===== config.mk =====
export PLATFORM = sky130hd
export DESIGN_NAME = fetch_unit_flat
export DESIGN_NICKNAME = d
export VERILOG_FILES = /design/src/rtl/fetch_unit_if.sv /design/src/rtl/fetch_unit.sv /design/src/flat_wrapper.sv
export SDC_FILE = /design/constraint.sdc
export NUM_CORES = 1
export LEC_CHECK = 0
export ABC_AREA = 1
export BUFFER_PORTS_ARGS = -buffer_cell sky130_fd_sc_hd__buf_2
export CORE_MARGIN = 2
export CORE_UTILIZATION = 45
export CTS_BUF_LIST = sky130_fd_sc_hd__clkbuf_2
export DETAILED_ROUTE_END_ITERATION = 8
export GPL_TIMING_DRIVEN = 0
export PLACE_DENSITY = 0.74
export RECOVER_POWER = 50
export SYNTH_ARGS = -nofsm -noshare
export SYNTH_HDL_FRONTEND = slang
export SYNTH_SLANG_ARGS = --single-unit

===== constraint.sdc =====
create_clock -name clk -period 2.2 [get_ports clk]
set_input_delay 0.44 -clock clk [delete_from_list [all_inputs] [get_ports clk]]
set_output_delay 0.44 -clock clk [all_outputs]
set_load 0.02 [all_outputs]

===== src/rtl/fetch_unit_if.sv =====
// Instruction-bus and decode-side signals of the fetch stage.
// The master modport is the fetch unit; the slave is the bus and decode.
interface fetch_unit_if;
    logic        ireq_valid;
    logic [63:0] ireq_addr;
    logic        iresp_ok;
    logic [31:0] iresp_data;
    logic        out_valid;
    logic        out_ready;
    logic [63:0] out_pc;
    logic [31:0] out_inst;
    logic        out_misalign;

    modport master (
        output ireq_valid, ireq_addr,
        input  iresp_ok, iresp_data,
        output out_valid, out_pc, out_inst, out_misalign,
        input  out_ready
    );

    modport slave (
        input  ireq_valid, ireq_addr,
        output iresp_ok, iresp_data,
        input  out_valid, out_pc, out_inst, out_misalign,
        output out_ready
    );
endinterface


===== src/rtl/fetch_unit.sv =====
// Fetch stage: owns the PC, issues one read at a time, buffers one
// instruction for decode and squashes wrong-path fetches on redirect.
module fetch_unit #(
    parameter logic [63:0] RESET_PC = 64'h0000_0000_8000_0000,
    parameter logic [31:0] NOP_INST = 32'h0000_0013
) (
    input  logic         clk,
    input  logic         reset_n,
    input  logic         redirect_valid,
    input  logic [63:0]  redirect_pc,
    fetch_unit_if.master bus
);
    typedef enum logic [1:0] {
        IDLE,
        REQ,
        FLUSH,
        HOLD
    } state_t;

    state_t      r_state;
    logic [63:0] r_pc;
    logic [63:0] r_pend_pc;
    logic        r_out_valid;
    logic [63:0] r_out_pc;
    logic [31:0] r_out_inst;
    logic        r_out_mis;

    state_t      w_nxt_state;
    logic [63:0] w_nxt_pc;
    logic [63:0] w_nxt_pend;
    logic [63:0] w_tgt;
    logic        w_go_req;
    logic        w_load;
    logic        w_clr;
    logic        w_fault;

    always_comb begin
        w_nxt_state = r_state;
        w_nxt_pc    = r_pc;
        w_nxt_pend  = r_pend_pc;
        w_tgt       = r_pc;
        w_go_req    = 1'b0;
        w_load      = 1'b0;
        w_clr       = 1'b0;
        w_fault     = 1'b0;
        unique case (r_state)
            IDLE: w_go_req = 1'b1;
            REQ: begin
                if (redirect_valid && bus.iresp_ok) begin
                    w_go_req = 1'b1;
                    w_tgt    = redirect_pc;
                end else if (redirect_valid) begin
                    w_nxt_pend  = redirect_pc;
                    w_nxt_state = FLUSH;
                end else if (bus.iresp_ok) begin
                    w_load      = 1'b1;
                    w_nxt_state = HOLD;
                end
            end
            FLUSH: begin
                if (redirect_valid)
                    w_nxt_pend = redirect_pc;
                if (bus.iresp_ok) begin
                    w_go_req = 1'b1;
                    w_tgt    = redirect_valid ? redirect_pc : r_pend_pc;
                end
            end
            HOLD: begin
                if (redirect_valid) begin
                    w_clr    = 1'b1;
                    w_go_req = 1'b1;
                    w_tgt    = redirect_pc;
                end else if (bus.out_ready && !r_out_mis) begin
                    w_clr    = 1'b1;
                    w_go_req = 1'b1;
                    w_tgt    = r_pc + 64'd4;
                end
            end
            default: w_nxt_state = IDLE;
        endcase
        // A misaligned target never reaches the bus; it becomes a fault entry.
        if (w_go_req) begin
            w_nxt_pc = w_tgt;
            if (w_tgt[1:0] != 2'b00) begin
                w_fault     = 1'b1;
                w_nxt_state = HOLD;
            end else begin
                w_nxt_state = REQ;
            end
        end
    end

    always_ff @(posedge clk or negedge reset_n) begin
        if (!reset_n) begin
            r_state   <= IDLE;
            r_pc      <= RESET_PC;
            r_pend_pc <= '0;
        end else begin
            r_state   <= w_nxt_state;
            r_pc      <= w_nxt_pc;
            r_pend_pc <= w_nxt_pend;
        end
    end

    always_ff @(posedge clk or negedge reset_n) begin
        if (!reset_n) begin
            r_out_valid <= 1'b0;
            r_out_pc    <= '0;
            r_out_inst  <= '0;
            r_out_mis   <= 1'b0;
        end else if (w_fault) begin
            r_out_valid <= 1'b1;
            r_out_pc    <= w_tgt;
            r_out_inst  <= NOP_INST;
            r_out_mis   <= 1'b1;
        end else if (w_load) begin
            r_out_valid <= 1'b1;
            r_out_pc    <= r_pc;
            r_out_inst  <= bus.iresp_data;
            r_out_mis   <= 1'b0;
        end else if (w_clr) begin
            r_out_valid <= 1'b0;
        end
    end

    logic w_busy;
    assign w_busy = (r_state == REQ) || (r_state == FLUSH);

    // In FLUSH the PC still holds the in-flight address.
    assign bus.ireq_valid   = w_busy;
    assign bus.ireq_addr    = w_busy ? r_pc : 64'd0;
    assign bus.out_valid    = r_out_valid;
    assign bus.out_pc       = r_out_pc;
    assign bus.out_inst     = r_out_inst;
    assign bus.out_misalign = r_out_mis;
endmodule


===== src/flat_wrapper.sv =====
// flat-port wrapper written by rule: the top's interface ports become plain ports
module fetch_unit_flat 
#(
    parameter logic [63:0] RESET_PC = 64'h0000_0000_8000_0000,
    parameter logic [31:0] NOP_INST = 32'h0000_0013
)
  (clk, reset_n, redirect_valid, redirect_pc, bus_ireq_valid, bus_ireq_addr, bus_iresp_ok, bus_iresp_data, bus_out_valid, bus_out_pc, bus_out_inst, bus_out_misalign, bus_out_ready);
  fetch_unit_if bus_i ();
  input  logic clk;
  input  logic reset_n;
  input  logic redirect_valid;
  input  logic [63:0] redirect_pc;
  output wire logic [$bits(bus_i.ireq_valid)-1:0] bus_ireq_valid;
  output wire logic [$bits(bus_i.ireq_addr)-1:0] bus_ireq_addr;
  input wire logic [$bits(bus_i.iresp_ok)-1:0] bus_iresp_ok;
  input wire logic [$bits(bus_i.iresp_data)-1:0] bus_iresp_data;
  output wire logic [$bits(bus_i.out_valid)-1:0] bus_out_valid;
  output wire logic [$bits(bus_i.out_pc)-1:0] bus_out_pc;
  output wire logic [$bits(bus_i.out_inst)-1:0] bus_out_inst;
  output wire logic [$bits(bus_i.out_misalign)-1:0] bus_out_misalign;
  input wire logic [$bits(bus_i.out_ready)-1:0] bus_out_ready;
  assign bus_ireq_valid = bus_i.ireq_valid;
  assign bus_ireq_addr = bus_i.ireq_addr;
  assign bus_i.iresp_ok = bus_iresp_ok;
  assign bus_i.iresp_data = bus_iresp_data;
  assign bus_out_valid = bus_i.out_valid;
  assign bus_out_pc = bus_i.out_pc;
  assign bus_out_inst = bus_i.out_inst;
  assign bus_out_misalign = bus_i.out_misalign;
  assign bus_i.out_ready = bus_out_ready;
  fetch_unit #(.RESET_PC(RESET_PC), .NOP_INST(NOP_INST)) u_core (.clk(clk), .reset_n(reset_n), .redirect_valid(redirect_valid), .redirect_pc(redirect_pc), .bus(bus_i));
endmodule

Yosys cells after proc, flatten, opt, wreduce, memory -nomap -nowiden
Cells that the tools add are included.
W data, S select, Z words.
Storage, ports and cells
  register bits: 228
  input port bits: 101
  output and inout bits: 163
  word-level logic and storage cells: 61
Operators by class
  add/subtract/negate cells: 1
  eq/ne operators: 5
  mux-type cells: 35
  reductions and logical operators: 13
Operators by type and width (count)
  $mux W64: 9
  $pmux W64 S3: 1
  $pmux W64 S2: 1
  $add A64 B3 Y64 const B: 1
  $mux W32: 2
  $mux W1: 15
  $mux W2: 6
  $reduce_bool A2 Y1: 4
  $reduce_bool A3 Y1: 2
  $eq A2 B2 Y1 const B: 2
  $pmux W1 S4: 1
  $reduce_and A3 Y1: 1
  $eq A2 B1 Y1 const B: 1
  $logic_and A1 B1 Y1: 2
  $logic_not A2 Y1: 1
  $ne A2 B1 Y1 const B: 1
  $ne A2 B2 Y1 const B: 1
  $reduce_and A2 Y1: 1
  $logic_not A1 Y1: 1
  $logic_or A1 B1 Y1: 1

Depth between registers and ports, before layout
Gate-level depths: netlist (run 1).
  word-level depth: 9
  mapped depth: 16
  depth with buffers taken out: 15

Worst setup path after synthesis (run 1)
Ideal clock, no wire load.
  path kind: register -> output
  start point: register u_core.r_state[0]
  end point: output port bus_ireq_addr[10]
  arrival: 1595 ps
  required time: 1760 ps
  path slack: 165 ps
  stages on the path, launching flop included: 7
  path buffers: 2
  path through: dfrtp_1 > inv_1 > ha_1 > clkbuf_1 > buf_1 > nand2_1 > inv_1
Between the ends
  longest elaborated chain between the ends: 3
  elaborated cells on any way between the ends: 4
  those cells by class: eq/ne (2); mux (1); reduce/logical (1)
Ends and longest elaborated chain
  start: declaration: line fetch_unit.sv:20  | state_t r_state;
  start signal: assignment: line fetch_unit.sv:99  | r_state <= w_nxt_state;
  $eq A2 B1 Y1 / $eq A2 B2 Y1 (equally long branches): line fetch_unit.sv:127  | assign w_busy = (r_state == REQ) || (r_state == FLUSH);
  $logic_or A1 B1 Y1 *: line fetch_unit.sv:127
  net bus_ireq_valid: line flat_wrapper.sv:13  | output wire logic [$bits(bus_i.ireq_valid)-1:0] bus_ireq_valid;
  $mux W64 *: line fetch_unit.sv:131  | assign bus.ireq_addr = w_busy ? r_pc : 64'd0;
  end: declaration: line flat_wrapper.sv:14  | output wire logic [$bits(bus_i.ireq_addr)-1:0] bus_ireq_addr;
The timed path passes the listed nets; every way through them passes the cells marked *.

Worst setup path in the final report (run 1)
  start point: register u_core.r_state[0]
  end point: output port bus_ireq_addr[36]
Between the ends
  longest elaborated chain between the ends: 3
  elaborated cells on any way between the ends: 4
  those cells by class: eq/ne (2); mux (1); reduce/logical (1)
Ends and longest elaborated chain (line)
  $eq A2 B1 Y1 / $eq A2 B2 Y1 (equally long branches): fetch_unit.sv:127
  $logic_or A1 B1 Y1 *: fetch_unit.sv:127
  $mux W64 *: fetch_unit.sv:131
Every way passes the cells marked *; elsewhere a longest branch is shown, timed or not.

==> flow_summary.json, run 1 <==
{
  "status": "finished, violations left",
  "violations": "setup timing",
  "netlist_area_mm2": 0.0149,
  "yosysUniqueCellTypes": 45,
  "via_count": 19000,
  "switching_share_pct": 53.5,
  "reg2reg_from": "u_core.r_state[0]",
  "grt_overflow": 0,
  "num_rows": 66,
  "finalSetupViolCount": 260,
  "drive_above_1_share_pct": 25.1,
  "antenna_found_initial": 2,
  "arrival_ns": 2.33,
  "regArea_mm2": 0.00573,
  "firstDrtPassIters": 8,
  "finalNetCount": 2843,
  "p_int_mw": 14.8,
  "fp.dieW_um": 186,
  "worst_slew_pin_slew_ns": 1.36,
  "crit_type": "reg2out",
  "rr_worst_depth": 14,
  "crit_chain": "inv_2 -> ha_4 -> clkbuf_16 -> clkbuf_16 -> nand2_2 -> inv_2 -> buf_6",
  "cts_made_buffers": 67,
  "syn_inst": 2268,
  "path_max_fanout": 5,
  "multi_input_comb_area_mm2": 0.00821,
  "synth_seq_cells": 228,
  "drtIter0Drc": 2451,
  "grt_max_degree": 97,
  "max_stage_delay_ns": 0.40,
  "grt_pass1_wl_mm": 105,
  "drv_cap": 0,
  "start_util_pct": 45.8,
  "area_growth_pct": 34.5,
  "synth_area_leaders": "dfrtp_1, nand2_1, o21ai_0",
  "crit_family": "buffers and inverters",
  "crit_path_top_delay_cell": "dfrtp_1",
  "final_util_pct": 61.6,
  "switching_power_mw": 17.1,
  "total_leakage_power_nw": 9.72,
  "worstSetupStartpointType": "register",
  "worstSkewPairLatency_ns": 1.02,
  "async_reset_ff_share_pct": 100,
  "r2r_slack_ns": -0.34,
  "ys.flop_type": "dfrtp_1",
  "die_y_um": 186,
  "fillers": 2960,
  "ir_drop_mv": 0.854,
  "clk_pin_slew_worst_paths_ns": 0.13,
  "finClkSkew_ns": 0.128,
  "clockRootBuffer": "clkbuf_2",
  "core_area_mm2": 0.0326,
  "holdPathEnd": "u_core.r_pend_pc[9]",
  "place_congestion": 1.01,
  "fmax_ghz": 0.361,
  "routed_wl_mm": 71.0,
  "yosysWarnings": 0,
  "cts_sinks": 228,
  "finalCritPeriodShare_pct": 126,
  "hold-path-cell-count": 4,
  "synth_edf_count": 0,
  "pwr-share-clk_pct": 10.7,
  "ys_seq_area_share_pct": 38.2,
  "critPathCaptureType": "output pin",
  "final.min_clock_period_ns": 2.77,
  "remaining_drc_errors": 0,
  "rsz0062_at_grt": "yes",
  "synth_fp_nets": 2374,
  "synth.top_cell.area_share_pct": 38.1,
  "hold_start": "redirect_pc[9]",
  "synth_area_leader_cell": "dfrtp_1",
  "wl_per_cell_um": 22.0,
  "r2r_end": "u_core.bus.out_pc[58]",
  "p_seq_share_pct": 25.3,
  "cp.buffers_inverters": 5,
  "htree_num_levels": 3,
  "dieArea_mm2": 0.0346,
  "postSynthAreaPerCell_um2": 6.58,
  "grt_pass1_vias": 18100,
  "required_ns": 1.76,
  "worst_slack_ns": -0.566,
  "startpoint": "u_core.r_state[0]",
  "drt-vias-per-instance": 5.89,
  "cts_tree": "yes",
  "slew_violations": 0,
  "pin_count": 264,
  "hold_class": "in2reg",
  "yosys-top-cells-count": "nand2_1, o21ai_0, inv_1, dfrtp_1, nor2_1",
  "ant_nets": 0,
  "yosysMostFrequentCell": "nand2_1",
  "p_comb_share_pct": 64.0,
  "timing.hold.ws_ns": 0.0460,
  "grt.total_usage_pct": 40.5,
  "relSlewSlack_pct": 9.46,
  "dp_hpwl_mm": 48.1,
  "powerDensity_mw_per_mm2": 1590,
  "port_buffers": 262,
  "cts.path.max_buffers": 3,
  "hold_violations": 0
}
[per-stage QoR]
step / setup TNS [ns] / instances / power, mW / setup WS, ns / area [um2]
after floorplan: 0 / 2268 / 18.2 / 0.165 / 14900
after global placement: -941.78 / 2972 / 23.6 / -3.55 / 16800
after detailed placement: -153.97 / 2974 / 24.0 / -1.17 / 16900
after CTS: -33.53 / 3216 / 30.0 / -0.527 / 19700
after global routing: -83.33 / 3226 / 33.8 / -0.591 / 20100
final: -69.13 / 3228 / 31.9 / -0.566 / 20100
[kinds of logic (layout without fill, tap and decap cells)]
logic type / Yosys count / in the layout / synth area share, %
AO/OA/AOI/OAI: 585 / 585 / 21.5
buffers and inverters: 386 / 901 / 10.3
other: 0 / 3 / 0
adder cells (fa/ha/maj): 5 / 5 / 0.419
flip-flops: 228 / 228 / 38.2
XOR/XNOR: 2 / 2 / 0.117
AND/OR/NAND/NOR: 1062 / 1062 / 29.5
[placed cells by master, fill, tap and decap left out, drive strengths merged]
cell type,netlist,layout
dlygate4sd3,0,95
nand3b,4,4
bufinv,0,1
clkbuf,87,178
o21a,1,1
a221oi,11,11
clkinv,2,16
dfstp,1,1
o221ai,24,24
dfrtp,227,227
a21boi,1,1
nor3b,2,2
nand3,177,177
or2,3,3
buf,60,369
a22oi,5,5
nand4,20,20
a211oi,15,15
o22ai,1,1
nor2,233,233
nand2,611,611
nor3,9,9
xor2,2,2
a21oi,202,202
a31oi,4,4
inv,237,242
o21bai,3,3
ha,5,5
and3,1,1
diode,0,3
o211ai,15,15
o21ai,294,294
and2,2,2
o2111ai,9,9
[cell type report]
type | instances | area share, %
antenna | 3 | 0.0374
inverter | 239 | 4.57
sequential | 228 | 28.5
multi-input combinational | 1654 | 40.9
clock inverter | 20 | 0.505
buffer | 144 | 4.64
tap | 442 | 2.75
clock buffer | 95 | 2.37
timing repair buffer | 403 | 15.7
[registers in the layout (all words and copies together) (netlist names)]
register,cells
u_core.bus.out_pc,64
u_core.r_pc,64
u_core.r_pend_pc,64
u_core.bus.out_inst,32
u_core.r_state,2
u_core.bus.out_misalign,1
u_core.bus.out_valid,1
[power groups by stage]
stage	sequential (mW)	clock [mW]	combinational, mW
2_1_floorplan	8.47	0	9.69
3_3_place_gp	7.83	0	15.8
3_5_place_dp	7.88	0	16.1
4_1_cts	7.86	3.39	18.7
5_1_grt	8.26	3.62	21.9
6_report	8.06	3.42	20.4
[worst min-delay path: stages]
cell and delay [ns]:
buf_2 0.10, nor2_1 0.06, o21bai_1 0.16, o21ai_0 0.15
[repair_timing]
action	in CTS	in global routing
setup endpoints to repair	260	260
setup buffers	29	7
hold endpoints to repair	369	0
pin swaps	16	10
gates cloned	4	3
gates resized for setup	357	131
hold buffers	96	0
[worst max-delay path by stage]
stage | slack (ns) | endpoint | cells after the start
2_1_floorplan | 0.16 | bus_ireq_addr[10] | 6
3_3_place_gp | -3.55 | u_core.bus.out_pc[42] | 1
3_5_place_dp | -1.17 | u_core.bus.out_pc[46] | 9
4_1_cts | -0.53 | bus_ireq_addr[55] | 7
5_1_grt | -0.59 | bus_ireq_addr[23] | 7
6_report | -0.57 | bus_ireq_addr[36] | 7
[routing by layer]
| metal | GRT usage (%) | wire [um] |
|---|---|---|
| met1 | 52.6 | 27400 |
| met3 | 10.4 | 8660 |
| met5 | 0 | 0 |
| met2 | 62.7 | 31300 |
| met4 | 20.6 | 3620 |
(Power assumes the default switching activity.)
==> run 2: changes to the inputs <==
CORE_MARGIN = default   (was 2)
==> run 2 against run 1 <==
The run still ends with setup timing left. First-iteration DRC count shrank 2.6%. Utilization increased by 4.6 points. Clock power fell by 1%.
==> flow_summary.json, run 2 (synthesis gave the netlist of run 1 again) <==
{
  "status": "finished, violations left",
  "violations": "setup timing",
  "final_util_pct": 66.1,
  "remaining_drc_errors": 0,
  "reg2reg_from": "u_core.r_state[1]",
  "ant_nets": 0,
  "wl_met3_mm": 8.77,
  "met1_length_mm": 27.6,
  "via_count": 19300,
  "fillers": 2769,
  "core_area_mm2": 0.0326,
  "pin_count": 264,
  "dr.max_layer_used": "met5",
  "place_congestion": 1.04,
  "slew_violations": 0,
  "final.min_clock_period_ns": 2.82,
  "clockRootBuffer": "clkbuf_2",
  "cts_made_buffers": 66,
  "hold_class": "in2reg",
  "worstSkewPairLatency_ns": 0.94,
  "path_max_fanout": 8,
  "wl_per_cell_um": 22.7,
  "cts.path.max_buffers": 3,
  "finalNetCount": 2859,
  "cts_sinks": 228,
  "critPathCaptureType": "output pin",
  "area_growth_pct": 44.5,
  "required_ns": 1.76,
  "drv_cap": 0,
  "die_y_um": 184,
  "place_inst": 2974,
  "worstSetupStartpointType": "register",
  "cts_tree": "yes",
  "firstDrtPassIters": 8,
  "clk_pin_slew_worst_paths_ns": 0.11,
  "htree_num_levels": 3,
  "rsz0062_at_grt": "yes",
  "dp_hpwl_mm": 47.9,
  "worst_slack_ns": -0.623,
  "mostFrequentLayoutCell": "nand2_1",
  "drive_above_1_share_pct": 34.0,
  "port_buffers": 262,
  "routed_wl_mm": 73.3,
  "finalCritPeriodShare_pct": 128,
  "r2r_end": "u_core.bus.out_pc[9]",
  "fp.dieW_um": 184,
  "grt_pass1_vias": 18100,
  "endpoint": "bus_ireq_addr[30]",
  "grt_max_degree": 100,
  "layoutNonFillerInstCount": 3236,
  "antenna_found_initial": 3,
  "power_mw": 34.8,
  "r2r_slack_ns": -0.25,
  "grt_pass1_wl_mm": 106,
  "relSlewSlack_pct": 3.29,
  "wl_met2_mm": 32.3,
  "powerDensity_mw_per_mm2": 1610,
  "rr_worst_depth": 17,
  "drtIter0Drc": 2388,
  "total_leakage_power_nw": 10.3,
  "most-common-layout-cells": "nand2_1, o21ai_0, buf_2",
  "ir_drop_mv": 1.03,
  "finalSetupViolCount": 159,
  "dieArea_mm2": 0.0339,
  "hold_violations": 0,
  "arrival_ns": 2.38,
  "drt-vias-per-instance": 5.95,
  "start_util_pct": 45.8,
  "fmax_ghz": 0.354,
  "grt_overflow": 0,
  "worst_slew_pin_slew_ns": 1.45,
  "finClkSkew_ns": 0.112,
  "startpoint": "u_core.r_state[1]",
  "crit_type": "reg2out",
  "grt.total_usage_pct": 41.6,
  "num_rows": 66,
  "hold-path-cell-count": 5
}
==> run 2: worst max-delay path: stages (launching register included) <==
cell and delay, ns:
dfrtp_1 0.41, inv_2 0.07, ha_4 0.30, clkbuf_16 0.23, clkbuf_16 0.19, nand2_4 0.05
inv_2 0.06, buf_6 0.11
==> run 2: cell type report <==
class / count / area (um2) / share of cell area (%)
buffer: 142 / 1130 / 5.22
antenna: 1 / 2.50 / 0.0116
sequential: 228 / 5740 / 26.6
multi-input combinational: 1654 / 9210 / 42.7
clock buffer: 87 / 435 / 2.02
inverter: 239 / 947 / 4.39
clock inverter: 21 / 134 / 0.621
timing repair buffer: 422 / 3420 / 15.9
tap: 442 / 553 / 2.56
==> run 2: worst min path at each step <==
stage	to	slack, ns	start
CTS	u_core.r_pc[33]	0.0004	redirect_pc[33]
floorplan	u_core.bus.out_inst[0]	0.14	reset_n
finish	u_core.r_pend_pc[24]	0.03	redirect_pc[24]
detailed placement	u_core.r_pc[9]	0.39	reset_n
global route	u_core.r_pc[35]	0.03	redirect_pc[35]
global placement	u_core.r_pend_pc[4]	0.46	u_core.r_pend_pc[4]
==> run 2: per-layer routing <==
layer	global-route usage, %	vias to the layer above
met2	64.4	1412
met5	0	-
li1	-	8483
met1	53.0	9062
met4	23.5	2
met3	10.5	311
==> run 2: per-stage QoR <==
step	area, um2	TNS, ns	hold slack (ns)	setup slack (ns)
2_1_floorplan	14900	0	0.144	0.165
3_3_place_gp	16800	-950.56	0.457	-3.57
3_5_place_dp	16900	-151.35	0.394	-1.19
4_1_cts	20000	-31.80	0.000422	-0.523
5_1_grt	21600	-67.10	0.0289	-0.643
6_report	21600	-48.85	0.0331	-0.623
==> run 2: power breakdown <==
group          switching [mW]  internal (mW)
Clock                    2.08           1.30
Combinational            14.4           8.85
Sequential               1.88           6.31
Total                    18.4           16.5
==> run 2: what timing repair did <==
action                                  4_1_cts  5_1_grt
gates resized for setup                     426      478
pin swaps                                    52       94
cloned                                        8        3
hold buffers                                 61        1
endpoints found under the setup margin      261      251
hold endpoints to repair                    288        1
buffers inserted                             54       32
